**config.mk**
```make
export PLATFORM = sky130hd
export DESIGN_NAME = decoder_scan
export DESIGN_NICKNAME = d
export VERILOG_FILES = /design/src/rtl/decoder_scan.sv
export SDC_FILE = /design/constraint.sdc
export NUM_CORES = 1
export LEC_CHECK = 0
export CORE_ASPECT_RATIO = 0.75
export CORE_MARGIN = 2
export CORE_UTILIZATION = 45
export CTS_CLUSTER_DIAMETER = 120
export DETAILED_ROUTE_END_ITERATION = 7
export MAX_ROUTING_LAYER = met4
export PLACE_DENSITY = 0.76
export SLEW_MARGIN = 20
export SYNTH_ARGS = -nofsm -noshare
export SYNTH_HDL_FRONTEND = slang
export SYNTH_SLANG_ARGS = --single-unit
```
**constraint.sdc**
```tcl
create_clock -name clk -period 3.4 [get_ports clk]
set_input_delay 0.34 -clock clk [delete_from_list [all_inputs] [get_ports clk]]
set_output_delay 0.34 -clock clk [all_outputs]
set_load 0.01 [all_outputs]
```
**src/rtl/decoder_scan.sv**
```systemverilog
// decoder_scan: registered SEL_W-to-2^SEL_W one-hot decoder with an autonomous scan sequencer.
// Optional macro DECODER_SCAN_GRAY_EN makes the scan visit lines in reflected Gray order.
module decoder_scan #(
  parameter int SEL_W   = 3,
  parameter int DWELL_W = 8,
  localparam int OUT_W  = 1 << SEL_W
) (
  input  logic               clk,
  input  logic               rst,
  input  logic               en,
  input  logic [1:0]         mode,
  input  logic [SEL_W-1:0]   sel_in,
  input  logic [DWELL_W-1:0] dwell,
  input  logic               start,
  input  logic               stop,
  output logic [OUT_W-1:0]   out,
  output logic [SEL_W-1:0]   cur_sel,
  output logic               busy,
  output logic               done
);

  localparam logic [1:0] MODE_DIRECT = 2'd0;
  localparam logic [1:0] MODE_CONT   = 2'd1;
  localparam logic [1:0] MODE_SINGLE = 2'd2;

  typedef enum logic [1:0] {
    S_IDLE = 2'd0,
    S_SCAN = 2'd1,
    S_DONE = 2'd2
  } state_t;

  state_t             state_q, state_d;
  logic [1:0]         mode_q, mode_d;
  logic [DWELL_W-1:0] dwell_q, dwell_d;
  logic [SEL_W-1:0]   idx_q, idx_d;
  logic [DWELL_W-1:0] dcnt_q, dcnt_d;
  logic [OUT_W-1:0]   out_q, out_d;
  logic [SEL_W-1:0]   cur_sel_q, cur_sel_d;
  logic               busy_q, busy_d;
  logic               done_q, done_d;

  logic               scan_go_s;
  logic               expire_s;
  logic               last_s;
  logic [SEL_W-1:0]   idx_nxt_s;

  function automatic logic [OUT_W-1:0] onehot(input logic [SEL_W-1:0] s);
    logic [OUT_W-1:0] r;
    r    = '0;
    r[s] = 1'b1;
    return r;
  endfunction

  // Scan position to physical line; Gray build maps position i to i ^ (i >> 1).
  function automatic logic [SEL_W-1:0] line_of(input logic [SEL_W-1:0] i);
`ifdef DECODER_SCAN_GRAY_EN
    return i ^ (i >> 1);
`else
    return i;
`endif
  endfunction

  assign scan_go_s = start & en & ((mode == MODE_CONT) | (mode == MODE_SINGLE));
  assign expire_s  = (dcnt_q == dwell_q);
  assign last_s    = (idx_q == SEL_W'(OUT_W - 1));
  assign idx_nxt_s = last_s ? {SEL_W{1'b0}} : (idx_q + SEL_W'(1));

  always_ff @(posedge clk) begin
    if (rst) begin
      state_q <= S_IDLE;
    end else begin
      state_q <= state_d;
    end
  end

  always_comb begin
    state_d = state_q;
    case (state_q)
      S_IDLE: begin
        if (scan_go_s) state_d = S_SCAN;
        else           state_d = S_IDLE;
      end
      S_SCAN: begin
        // stop wins over a coincident final expiry, so no DONE visit then
        if (stop)                                                 state_d = S_IDLE;
        else if (en && expire_s && last_s && mode_q == MODE_SINGLE) state_d = S_DONE;
        else                                                      state_d = S_SCAN;
      end
      S_DONE:  state_d = S_IDLE;
      default: state_d = S_IDLE;
    endcase
  end

  always_comb begin
    mode_d    = mode_q;
    dwell_d   = dwell_q;
    idx_d     = idx_q;
    dcnt_d    = dcnt_q;
    out_d     = '0;
    cur_sel_d = cur_sel_q;
    busy_d    = 1'b0;
    done_d    = 1'b0;
    case (state_q)
      S_IDLE: begin
        if (mode == MODE_DIRECT) begin
          out_d     = en ? onehot(sel_in) : '0;
          cur_sel_d = sel_in;
        end else if (scan_go_s) begin
          mode_d    = mode;
          dwell_d   = dwell;
          idx_d     = '0;
          dcnt_d    = '0;
          out_d     = onehot(line_of('0));
          cur_sel_d = line_of('0);
          busy_d    = 1'b1;
        end else begin
          out_d = '0;
        end
      end
      S_SCAN: begin
        if (stop) begin
          idx_d  = '0;
          dcnt_d = '0;
        end else if (!en) begin
          busy_d = 1'b1;
        end else if (!expire_s) begin
          dcnt_d    = dcnt_q + DWELL_W'(1);
          out_d     = onehot(line_of(idx_q));
          cur_sel_d = line_of(idx_q);
          busy_d    = 1'b1;
        end else if (last_s && mode_q == MODE_SINGLE) begin
          idx_d  = '0;
          dcnt_d = '0;
          done_d = 1'b1;
        end else begin
          dcnt_d    = '0;
          idx_d     = idx_nxt_s;
          out_d     = onehot(line_of(idx_nxt_s));
          cur_sel_d = line_of(idx_nxt_s);
          busy_d    = 1'b1;
        end
      end
      S_DONE: begin
        out_d = '0;
      end
      default: begin
        out_d = '0;
      end
    endcase
  end

  always_ff @(posedge clk) begin
    if (rst) begin
      mode_q    <= 2'd0;
      dwell_q   <= '0;
      idx_q     <= '0;
      dcnt_q    <= '0;
      out_q     <= '0;
      cur_sel_q <= '0;
      busy_q    <= 1'b0;
      done_q    <= 1'b0;
    end else begin
      mode_q    <= mode_d;
      dwell_q   <= dwell_d;
      idx_q     <= idx_d;
      dcnt_q    <= dcnt_d;
      out_q     <= out_d;
      cur_sel_q <= cur_sel_d;
      busy_q    <= busy_d;
      done_q    <= done_d;
    end
  end

  assign out     = out_q;
  assign cur_sel = cur_sel_q;
  assign busy    = busy_q;
  assign done    = done_q;

endmodule
```
# --- Word level (Yosys, flattened, before mapping) ---
# Index checks and enable logic that the tools add are counted.
op_classes:
  eq_ne: 14
  n_reduce_logical: 15
  order_cmp: 6
  mux: 46
  n_bitwise: 7
  n_addsub: 2
ops:
  columns: ["cell", "count"]
  rows:
  - ["two-way mux 8 bit", 11]
  - ["two-way mux 3 bit", 12]
  - ["one-hot mux 8 bit (2 select lines)", 2]
  - ["< comparator 3 x 4 -> 1 bit, second input constant", 3]
  - ["two-way mux 1 bit", 12]
  - ["inequality test 3 bit, second input constant", 4]
  - ["one-hot mux 3 bit (2 select lines)", 2]
  - ["AND reduction 5 bit", 2]
  - ["demux 1 bit (select 3 bit)", 3]
  - ["greater-or-equal comparator 3 x 1 -> 1 bit, second input constant", 3]
  - ["adder 8 x 1 -> 8 bit, second input constant", 1]
  - ["equality test 8 bit", 1]
  - ["inequality test 2 bit, second input constant", 4]
  - ["logical AND 1 bit", 7]
  - ["OR reduction 5 bit", 1]
  - ["equality test 2 x 1 -> 1 bit, second input constant", 2]
  - ["equality test 2 bit, second input constant", 2]
  - ["zero test 2 bit", 2]
  - ["two-way mux 2 bit", 2]
  - ["inverter 1 bit", 4]
  - ["one-hot mux 2 bit (2 select lines)", 1]
  - ["AND reduction 4 bit", 1]
  - ["adder 3 x 1 -> 3 bit, second input constant", 1]
  - ["equality test 3 bit, second input constant", 1]
  - ["other kinds (5)", 6]
word_totals:
  ff_bits: 36
  word_cells: 99

# --- Longest topological paths before layout ---
# Gate-level depths: netlist of run 1.
depth:
  word_depth: 11
  depth_mapped: 7
  depth_no_buf: 7

# --- Worst setup path after synthesis of run 1 ---
# No wires, ideal clock.
synth_path:
  path_type: "input port to flip-flop"
  from: "input mode[0]"
  to: "register dcnt_q[4]"
  path_stages: 7
  t_required_ps: 3308
  slack_ps: 1634
  arrival_time_ps: 1674
  path_buffers: 1
  path_cell_list: "inv_1 > ha_1 > and3b_1 > o211ai_1 > clkbuf_8 > a21oi_1 > o32ai_1"
synth_via:
  elab_chain_cells: 5
synth_lines:
  columns: ["element", "line", "rtl"]
  rows:
  - ["from (decl)", "11", "input logic [1:0] mode,"]
  - ["equality test 2 x 1 -> 1 bit or equality test 2 bit (tied branches)", "63", "assign scan_go_s = start & en & ((mode == MODE_CONT) | (mode == MODE_SINGLE));"]
  - ["OR 1 bit", "63", null]
  - ["AND 1 bit", "63", null]
  - ["inequality test 2 bit (no line)", null, null]
  - ["AND reduction 4 bit (no line) *", null, null]
  - ["to (signal assigned)", "166", "dcnt_q <= dcnt_d;"]
  - ["to (decl)", "36", "logic [DWELL_W-1:0] dcnt_q, dcnt_d;"]
# Mark *: on every way between the ends. The rest lies on a longest branch, timed or not.
# A chain may end at the register's enable or synchronous reset.

# --- Worst setup path after layout of run 1 ---
layout_path:
  from: "register state_q[0]"
  to: "register dcnt_q[4]"
layout_via:
  elab_chain_cells: 3
layout_lines:
  columns: ["element", "line", "rtl"]
  rows:
  - ["from (decl)", "32", "state_t state_q, state_d;"]
  - ["from (signal assigned)", "72", "state_q <= state_d;"]
  - ["equality test 2 x 1 -> 1 bit or zero test 2 bit (tied branches)", "103", "case (state_q)"]
  - ["inequality test 3 bit (no line), or another cell as far along", null, null]
  - ["AND reduction 4 bit (no line)", null, null]
# Parallel ways exist; a longest one is shown, timed or not.

==> results of run 1 <==
worst max-delay path by stage:
stage	slack, ns	startpoint	to
3_5_place_dp	0.96	en	dwell_q[5]
4_1_cts	1.18	state_q[0]	dcnt_q[4]
3_3_place_gp	1.07	mode[0]	dwell_q[3]
5_1_grt	0.94	state_q[0]	dcnt_q[4]
6_report	1.20	state_q[0]	dcnt_q[4]
2_1_floorplan	1.63	mode[0]	dcnt_q[4]
cells by family (layout without fill, tap and decap cells):
kind of cell             Yosys count  in the layout  share of synthesized area, %
AND/OR/NAND/NOR                  101            101                          28.1
AO/OA/AOI/OAI                     57             57                          18.5
flip-flops                        36             36                          35.2
buffers and inverters             29             54                          7.51
multiplexers                      10             10                          4.88
XOR/XNOR                           8              8                          3.42
adder cells (fa/ha/maj)            4              4                          2.44
area by class of cell:
| class | instances | area share, % |
|---|---|---|
| Inverter | 13 | 2.00 |
| Tap cell | 57 | 2.92 |
| Timing Repair Buffer | 34 | 13.5 |
| Multi-Input combinational cell | 180 | 48.1 |
| Clock buffer | 7 | 3.94 |
| Sequential cell | 36 | 29.5 |
state kept, by name, indices dropped and copies added (netlist names):
| name | flops |
|---|---|
| dcnt_q | 8 |
| dwell_q | 8 |
| out | 8 |
| cur_sel | 3 |
| idx_q | 3 |
| mode_q | 2 |
| state_q | 2 |
| busy | 1 |
| done | 1 |
per-layer routing:
layer  wire length, um  up-vias
li1                  -      949
met1              2450      866
met2              2020       77
met3               338        4
met4                29        0
met5                 0        -
per-stage QoR:
stage / cell area [sq um] / power (W) / worst slack (ns)
finish: 2440 / 0.000906 / 1.20
global placement: 2350 / 0.000581 / 1.07
global route: 2440 / 0.000948 / 0.945
detailed placement: 2350 / 0.000583 / 0.963
CTS: 2440 / 0.000910 / 1.18
floorplan: 2050 / 0.000533 / 1.63
cells in the mapped netlist, types with 2 or more instances:
cell type / n
nand4b_1: 2
nand4_1: 4
a211oi_1: 3
clkbuf_8: 3
o21ai_0: 9
or3_1: 8
nand3_1: 11
nor3_1: 8
nand2b_1: 3
buf_2: 4
clkbuf_1: 5
nor4_1: 3
dfxtp_1: 36
a31oi_1: 4
a311oi_1: 2
inv_1: 13
nand2_1: 14
o32ai_1: 6
or4_1: 5
and3b_1: 2
mux2i_1: 10
or3_2: 3
nor2_1: 20
a21o_1: 4
xor2_1: 8
nand3b_1: 4
nor2b_1: 2
and2_1: 3
nor3b_1: 2
ha_1: 4
a21oi_1: 19
worst register-to-register path: stages, from the launching register on:
cell and delay (ns):
dfxtp_1 0.51, nand2b_1 0.23, nor2_1 0.30, a21boi_2 0.60
nand2_1 0.28, o32ai_1 0.19
power by group:
group          switching (W)  leakage (nW)  total, W  internal (W)
sequential        0.00000659         0.291  0.000437      0.000431
clock               0.000150        0.0503  0.000331      0.000181
combinational      0.0000780         0.522  0.000138     0.0000597
total               0.000235         0.863  0.000906      0.000671
==> results.json, run 1 <==
{
  "status": "complete, no violations",
  "worstSetupStartpointType": "register",
  "cts_setup_buffers": 0,
  "power_per_cell_area_nw_per_um2": 371,
  "grt_pass1_wl_um": 8270,
  "final_cells": 327,
  "yosysTopAreaCell": "dfxtp_1",
  "seqCellArea_sq_um": 721,
  "hold_start": "dwell_q[4]",
  "crit_buf_inv": 0,
  "nFillCells": 419,
  "clk_latency_ns": 0.28,
  "end_kind": "register",
  "maxSlewHeadroom_pct": 56.5,
  "diodes": 0,
  "rsz0062_at_grt": "no",
  "routed_via_density": 5.80,
  "grtUsageTotal_pct": 21.5,
  "skew_ns": 0.00550,
  "required_ns": 3.58,
  "grt_pass1_vias": 1720,
  "synth_top_area_share_pct": 35.2,
  "synthTopCellsByArea": "dfxtp_1 (35%), mux2i_1 (4.9%), a21oi_1 (4.6%)",
  "path_max_fanout": 16,
  "arrival_ns": 2.38,
  "ir_drop_uv": 166,
  "rr_endpoint": "dcnt_q[4]",
  "synth_seq_cells": 36,
  "fin_nets": 292,
  "grt_use_met3_pct": 5.20,
  "ff2ff_setup_slack_ns": 1.20,
  "hold_buffers": 0,
  "hold_ws_ns": 0.517,
  "synth_edf_count": 0,
  "rr_startpoint": "state_q[0]",
  "drt_pass1_iterations": 4,
  "drive_above_1_share_pct": 7.41,
  "min_period_ns": 2.20,
  "die_area_sq_um": 5120,
  "syn_nets": 267,
  "wl_um": 4830,
  "fmax_mhz": 455,
  "worst_pin_slew_ns": 0.649,
  "clk_pin_slew_ns": 0.07,
  "drc": 0,
  "tritoncts": "built",
  "row_count": 21,
  "leakage_nw": 0.863,
  "post-route-period-util_pct": 64.6,
  "synth_cell_type_count": 52,
  "cts_root_buf": "clkbuf_8",
  "tns_ns": 0,
  "start_util_pct": 46.4,
  "routabilityCongestion": 0.887,
  "ioPinCount": 31,
  "avgSynthCellArea_sq_um": 8.37,
  "met1_usage_pct": 32.4,
  "gr-usage-met2_pct": 27.5,
  "htree_levels": 2,
  "syn_inst": 245,
  "cts_num_sinks": 36,
  "timing_worst_setup_path_type": "reg -> reg",
  "io_buffers": 30,
  "mostFrequentLayoutCell": "dfxtp_1",
  "worst_path_max_delay_cell": "a21boi_2",
  "hold_path_class": "reg -> reg",
  "drv_cap": 0,
  "cts_resized": 0,
  "syn2layout_area_growth_pct": 19.2,
  "via_count": 1896,
  "core_sq_um": 4410,
  "cp_slowest_stage_delay_ns": 0.60,
  "wl_per_cell_um": 14.8,
  "cp_top_family": "simple AND/OR/NAND/NOR gates",
  "holdPathStages": 2,
  "multi_input_area_sq_um": 1170,
  "antenna_found_initial": 0,
  "grt_max_degree": 38,
  "ant_nets": 0,
  "grt_overflow": 0,
  "syn_area_sq_um": 2050,
  "maxSlewViolCount": 0,
  "hold_viol_final": 0,
  "die_y_um": 62.4,
  "hold_path_end": "dwell_q[4]",
  "layout_common_cells": "dfxtp_1 (36), clkdlybuf4s50_1 (30), nor2_1 (20)",
  "rr_worst_depth": 5,
  "die_x_um": 81.9,
  "placed_cells": 320,
  "clock_path_buffers": 2,
  "busiest_layer": "met1",
  "drt_iter0_drc": 252,
  "utilization_pct": 55.3,
  "finalSetupViolCount": 0,
  "cts_buffers": 5,
  "hpwl_um": 3500,
  "worstPathCellList": "nand2b_1, nor2_1, a21boi_2, nand2_1, o32ai_1",
  "synth_warnings": 0,
  "critical_path_depth": 5,
  "synthFlopType": "dfxtp_1",
  "synth_async_sr_flop_share_pct": 0,
  "synth_sequential_area_ratio_pct": 35.2
}
No activity file was read; power rests on OpenSTA's default activity.
==> run 2: changes to the inputs <==
--- a/config.mk
+++ b/config.mk
@@ -11,7 +11,7 @@
 export CTS_CLUSTER_DIAMETER = 120
 export DETAILED_ROUTE_END_ITERATION = 7
 export MAX_ROUTING_LAYER = met4
-export PLACE_DENSITY = 0.76
+export PLACE_DENSITY = 0.79
 export SLEW_MARGIN = 20
 export SYNTH_ARGS = -nofsm -noshare
 export SYNTH_HDL_FRONTEND = slang
==> constraint.sdc (replaced) <==
create_clock -name clk -period 1.9 [get_ports clk]
set_input_delay 0.19 -clock clk [delete_from_list [all_inputs] [get_ports clk]]
set_output_delay 0.19 -clock clk [all_outputs]
set_load 0.01 [all_outputs]
==> run 2 against run 1 <==
Net effect: critical path depth up 1; hold slack worse by 0.32 ns; first-iteration DRC count up 19%; largest cell class unchanged; die area unchanged; total power up 94%; critical endpoint is now dcnt_q[7]; count of clock-buffer cells in the layout down 1; setup slack worse by 1.2 ns; highest routed layer unchanged; cell count up 8.6%; combinational power up 120%.
==> results.json, run 2 (same netlist as run 1, synthesis figures left out) <==
{
  "cp_top_family": "simple AND/OR/NAND/NOR gates",
  "routed_via_density": 5.90,
  "row_count": 21,
  "min_period_ns": 1.85,
  "drc": 0,
  "hold_buffers": 0,
  "rsz0062_at_grt": "yes",
  "hpwl_um": 3850,
  "crit_buf_inv": 2,
  "layout_common_cells": "dfxtp_1 (31), clkdlybuf4s50_1 (28), buf_4 (27)",
  "ant_nets": 0,
  "timing_worst_setup_path_type": "reg -> reg",
  "grtUsageTotal_pct": 23.0,
  "worst_pin_slew_ns": 0.373,
  "tritoncts": "built",
  "nFillCells": 380,
  "worstSetupStartpointType": "register",
  "drv_cap": 0,
  "die_area_sq_um": 5120,
  "end_kind": "register",
  "drt_iter0_drc": 301,
  "maxSlewViolCount": 0,
  "power_per_cell_area_nw_per_um2": 638,
  "post-route-period-util_pct": 97.4,
  "ir_drop_uv": 477,
  "grt_pass1_wl_um": 8870,
  "wl_um": 5350,
  "grt_overflow": 0,
  "path_max_fanout": 3,
  "mostFrequentLayoutCell": "dfxtp_1",
  "core_sq_um": 4410,
  "antenna_found_initial": 0,
  "cts_num_sinks": 36,
  "drive_above_1_share_pct": 23.2,
  "routabilityCongestion": 0.970,
  "io_buffers": 30,
  "via_count": 2093,
  "syn2layout_area_growth_pct": 34.7,
  "grt_pass1_vias": 1856,
  "status": "complete, no violations",
  "fin_nets": 319,
  "clock_path_buffers": 2,
  "utilization_pct": 62.5,
  "clk_latency_ns": 0.29,
  "fin_total_pwr_w": 0.00176,
  "cp_slowest_stage_delay_ns": 0.40,
  "hold_ws_ns": 0.199,
  "ioPinCount": 31,
  "cts_root_buf": "clkbuf_8",
  "start_util_pct": 46.4,
  "grt_max_degree": 38,
  "cts_buffers": 5,
  "required_ns": 2.11,
  "skew_ns": 0.00940,
  "wl_per_cell_um": 15.1,
  "crit_top_cell": "or3_4",
  "worstPathCellList": "buf_6, inv_2, or3_4, or3_4, or4_1, a31oi_1",
  "maxSlewHeadroom_pct": 74.5,
  "drt_pass1_iterations": 4,
  "die_x_um": 81.9,
  "leakage_nw": 1.04,
  "htree_levels": 2,
  "clk_pin_slew_ns": 0.08,
  "finalSetupViolCount": 0,
  "arrival_ns": 2.07,
  "diodes": 0,
  "pre_cts_ws_ns": -0.216,
  "setup_slack_ns": 0.0489,
  "worst_path_max_delay_cell": "or4_1",
  "hold_viol_final": 0,
  "die_y_um": 62.4,
  "hold_path_class": "in -> reg",
  "fmax_mhz": 540
}
run 2: path summary, 6_finish.rpt:
check                            endpoint       from  cells past startpoint  slack [ns]
worst max register to register  dcnt_q[7]  dcnt_q[3]                      6        0.05
worst max-delay path            dcnt_q[7]  dcnt_q[3]                      6        0.05
worst min register to register  dcnt_q[0]  dcnt_q[0]                      2        0.50
worst min-delay path            mode_q[0]    mode[0]                      3        0.20
run 2: layout make-up:
cell class	instances	area [sq um]	area share [%]
clock buffers	6	72.6	2.63
clock inverters	2	35.0	1.27
inverters	13	48.8	1.77
multi-input cells	180	1240	45.0
flip-flops and latches	36	729	26.4
well taps	57	71.3	2.58
repair buffers	61	562	20.4
run 2: power by group:
part	total, W	switching, W	internal, W	leakage [nW]
Clock	0.000677	0.000287	0.000390	0.0552
Sequential	0.000780	0.0000113	0.000769	0.294
Combinational	0.000304	0.000158	0.000146	0.687
run 2: timing repair:
item | in CTS | in global routing
pin swaps | 0 | 3
gates resized for setup | 2 | 25
cloned | 0 | 1
buffers inserted | 0 | 2
endpoints found under the setup margin | 2 | 17
run 2: per-stage QoR:
step,TNS [ns],std cells,instance area (sq um)
after detailed placement,-2.13,344,2540
after global placement,-1.00,344,2540
after global routing,-0.103,355,2760
after CTS,0,352,2650
final,0,355,2760
after floorplan,0,245,2050
run 2: layer usage:
layer / vias up / track usage [%] / wire (um)
li1: 1012 / - / -
met1: 961 / 33.8 / 2470
met2: 112 / 31.6 / 2410
met3: 8 / 4.62 / 412
met4: 0 / 6.88 / 64
met5: - / - / 0
run 2: tightest hold or removal path: cells and delay by family:
kind          cells  cell delay [ns]
simple gates      1             0.07
mux               1             0.08
buf+inv           1             0.11
==> run 3: changes to the inputs <==
--- a/config.mk
+++ b/config.mk
@@ -7,11 +7,11 @@
 export LEC_CHECK = 0
 export CORE_ASPECT_RATIO = 0.75
 export CORE_MARGIN = 2
-export CORE_UTILIZATION = 45
+export CORE_UTILIZATION = 48
 export CTS_CLUSTER_DIAMETER = 120
 export DETAILED_ROUTE_END_ITERATION = 7
 export MAX_ROUTING_LAYER = met4
-export PLACE_DENSITY = 0.79
+export PLACE_DENSITY = 0.83
 export SLEW_MARGIN = 20
 export SYNTH_ARGS = -nofsm -noshare
 export SYNTH_HDL_FRONTEND = slang
==> run 3 against run 2 <==
Net effect: critical path depth unchanged; highest routed layer unchanged; global-route usage increased by 1.4 points; first-iteration DRC count decreased by 14%; non-clock buffer count decreased by 2; the run now ends with negative setup slack left; count of clock-buffer cells in the layout increased by 1.
==> results.json, run 3 (same netlist as run 1, synthesis figures left out) <==
{
  "grtUsageTotal_pct": 24.3,
  "min_period_ns": 1.91,
  "start_util_pct": 50.2,
  "status": "finished, violations left",
  "holdPathStages": 3,
  "post-route-period-util_pct": 101,
  "ir_drop_uv": 618,
  "drv_cap": 0,
  "rr_worst_depth": 6,
  "layout_common_cells": "dfxtp_1 (32), clkdlybuf4s50_1 (29), buf_4 (25)",
  "row_count": 20,
  "end_kind": "register",
  "grt_overflow": 0,
  "required_ns": 2.12,
  "leakage_nw": 1.01,
  "mostFrequentLayoutCell": "dfxtp_1",
  "fin_total_pwr_w": 0.00168,
  "clock_path_buffers": 2,
  "hold_viol_final": 0,
  "routabilityCongestion": 0.936,
  "antenna_found_initial": 0,
  "cts_num_sinks": 36,
  "violations": "negative setup slack",
  "fmax_mhz": 523,
  "path_max_fanout": 4,
  "finalSetupViolCount": 1,
  "ant_nets": 0,
  "drt_pass1_iterations": 6,
  "fin_area_sq_um": 2740,
  "htree_levels": 2,
  "via_count": 2113,
  "hpwl_um": 3780,
  "die_x_um": 79.5,
  "diodes": 0,
  "rsz0062_at_grt": "yes",
  "drt_iter0_drc": 260,
  "grt_pass1_wl_um": 8710,
  "drive_above_1_share_pct": 21.7,
  "io_buffers": 30,
  "worstSetupStartpointType": "register",
  "timing_worst_setup_path_type": "reg -> reg",
  "dpl_cell_area_sq_um": 2520,
  "power_per_cell_area_nw_per_um2": 614,
  "routed_via_density": 6.04,
  "die_y_um": 60.6,
  "clk_pin_slew_ns": 0.07,
  "rr_startpoint": "dcnt_q[2]",
  "skew_ns": 0.00761,
  "maxSlewViolCount": 0,
  "fin_nets": 317,
  "hold_path_class": "in -> reg",
  "hold_path_end": "mode_q[0]",
  "grt_max_degree": 38,
  "arrival_ns": 2.13,
  "hold_ws_ns": 0.216,
  "clk_latency_ns": 0.29,
  "drc": 0,
  "grt_pass1_vias": 1783,
  "hold_start": "mode[0]",
  "wl_um": 5630,
  "ioPinCount": 31,
  "core_sq_um": 4080,
  "cts_buffers": 5,
  "maxSlewHeadroom_pct": 72.5,
  "cts_root_buf": "clkbuf_8",
  "setup_slack_ns": -0.0118,
  "syn2layout_area_growth_pct": 33.5,
  "die_area_sq_um": 4810,
  "ff2ff_setup_slack_ns": -0.01,
  "wl_per_cell_um": 16.1,
  "tritoncts": "built",
  "rr_endpoint": "dcnt_q[7]",
  "worst_pin_slew_ns": 0.403,
  "nFillCells": 328
}
run 3: cell count changes in the layout (fill, tap and decap cells not counted), moves of 2 or more:
cell	before	now
clkbuf_8	5	7
inv_1	10	12
inv_2	3	1
buf_4	27	25
run 3: how the worst max path moves through the flow:
stage               from   endpoint  slack [ns]  depth (start not counted)
2_1_floorplan  dcnt_q[0]  dcnt_q[7]        0.20                          5
3_3_place_gp     mode[0]  dcnt_q[5]       -0.12                          9
3_5_place_dp     mode[0]  dcnt_q[4]       -0.21                          9
4_1_cts        dcnt_q[2]  dcnt_q[7]       0.005                          6
5_1_grt        dcnt_q[7]     out[0]       -0.07                          6
6_report       dcnt_q[2]  dcnt_q[7]       -0.01                          6
run 3: timing repair:
item / in CTS / in global routing
buffers inserted: 0 / 4
pin swaps: 0 / 5
hold buffers: 0 / 0
setup endpoints to repair: 1 / 16
cloned: 0 / 1
resized for setup: 4 / 19
run 3: routing by layer:
metal / share of wire [%] / up-vias / wire length (um) / track usage (%)
li1: - / 1001 / - / -
met1: 45 / 990 / 2550 / 34.7
met2: 46 / 111 / 2590 / 35.8
met3: 7.2 / 11 / 403 / 4.32
met4: 1.6 / 0 / 89 / 6.16
met5: 0 / - / 0 / -
run 3: area by class of cell:
cell class              count  area (sq um)  area share [%]
inverters                  13          48.8            1.78
repair buffers             59           553            20.2
well taps                  55          68.8            2.51
flip-flops and latches     36           728            26.6
clock buffers               7          96.3            3.52
multi-input cells         180          1240            45.4
run 3: critical path, cell delays in order, from the launching register on:
cell and delay, ns:
dfxtp_4 0.38, buf_4 0.13, nand3_2 0.09, or3_4 0.36, or3_4 0.34, or4_1 0.42, a31oi_1 0.13
run 3: through the flow:
stage	setup WS [ns]	TNS (ns)	cells	utilization (%)
5_1_grt	-0.0722	-0.158	350	67.1
4_1_cts	0.00454	0	345	64.4
6_report	-0.0118	-0.0118	350	67.1
3_5_place_dp	-0.206	-2.47	338	61.7
3_3_place_gp	-0.125	-1.50	338	61.7
2_1_floorplan	0.204	0	245	-
run 3: report_power, final:
part	switching [W]	internal [W]
clock network	0.000263	0.000323
logic	0.000164	0.000150
registers	0.0000112	0.000769
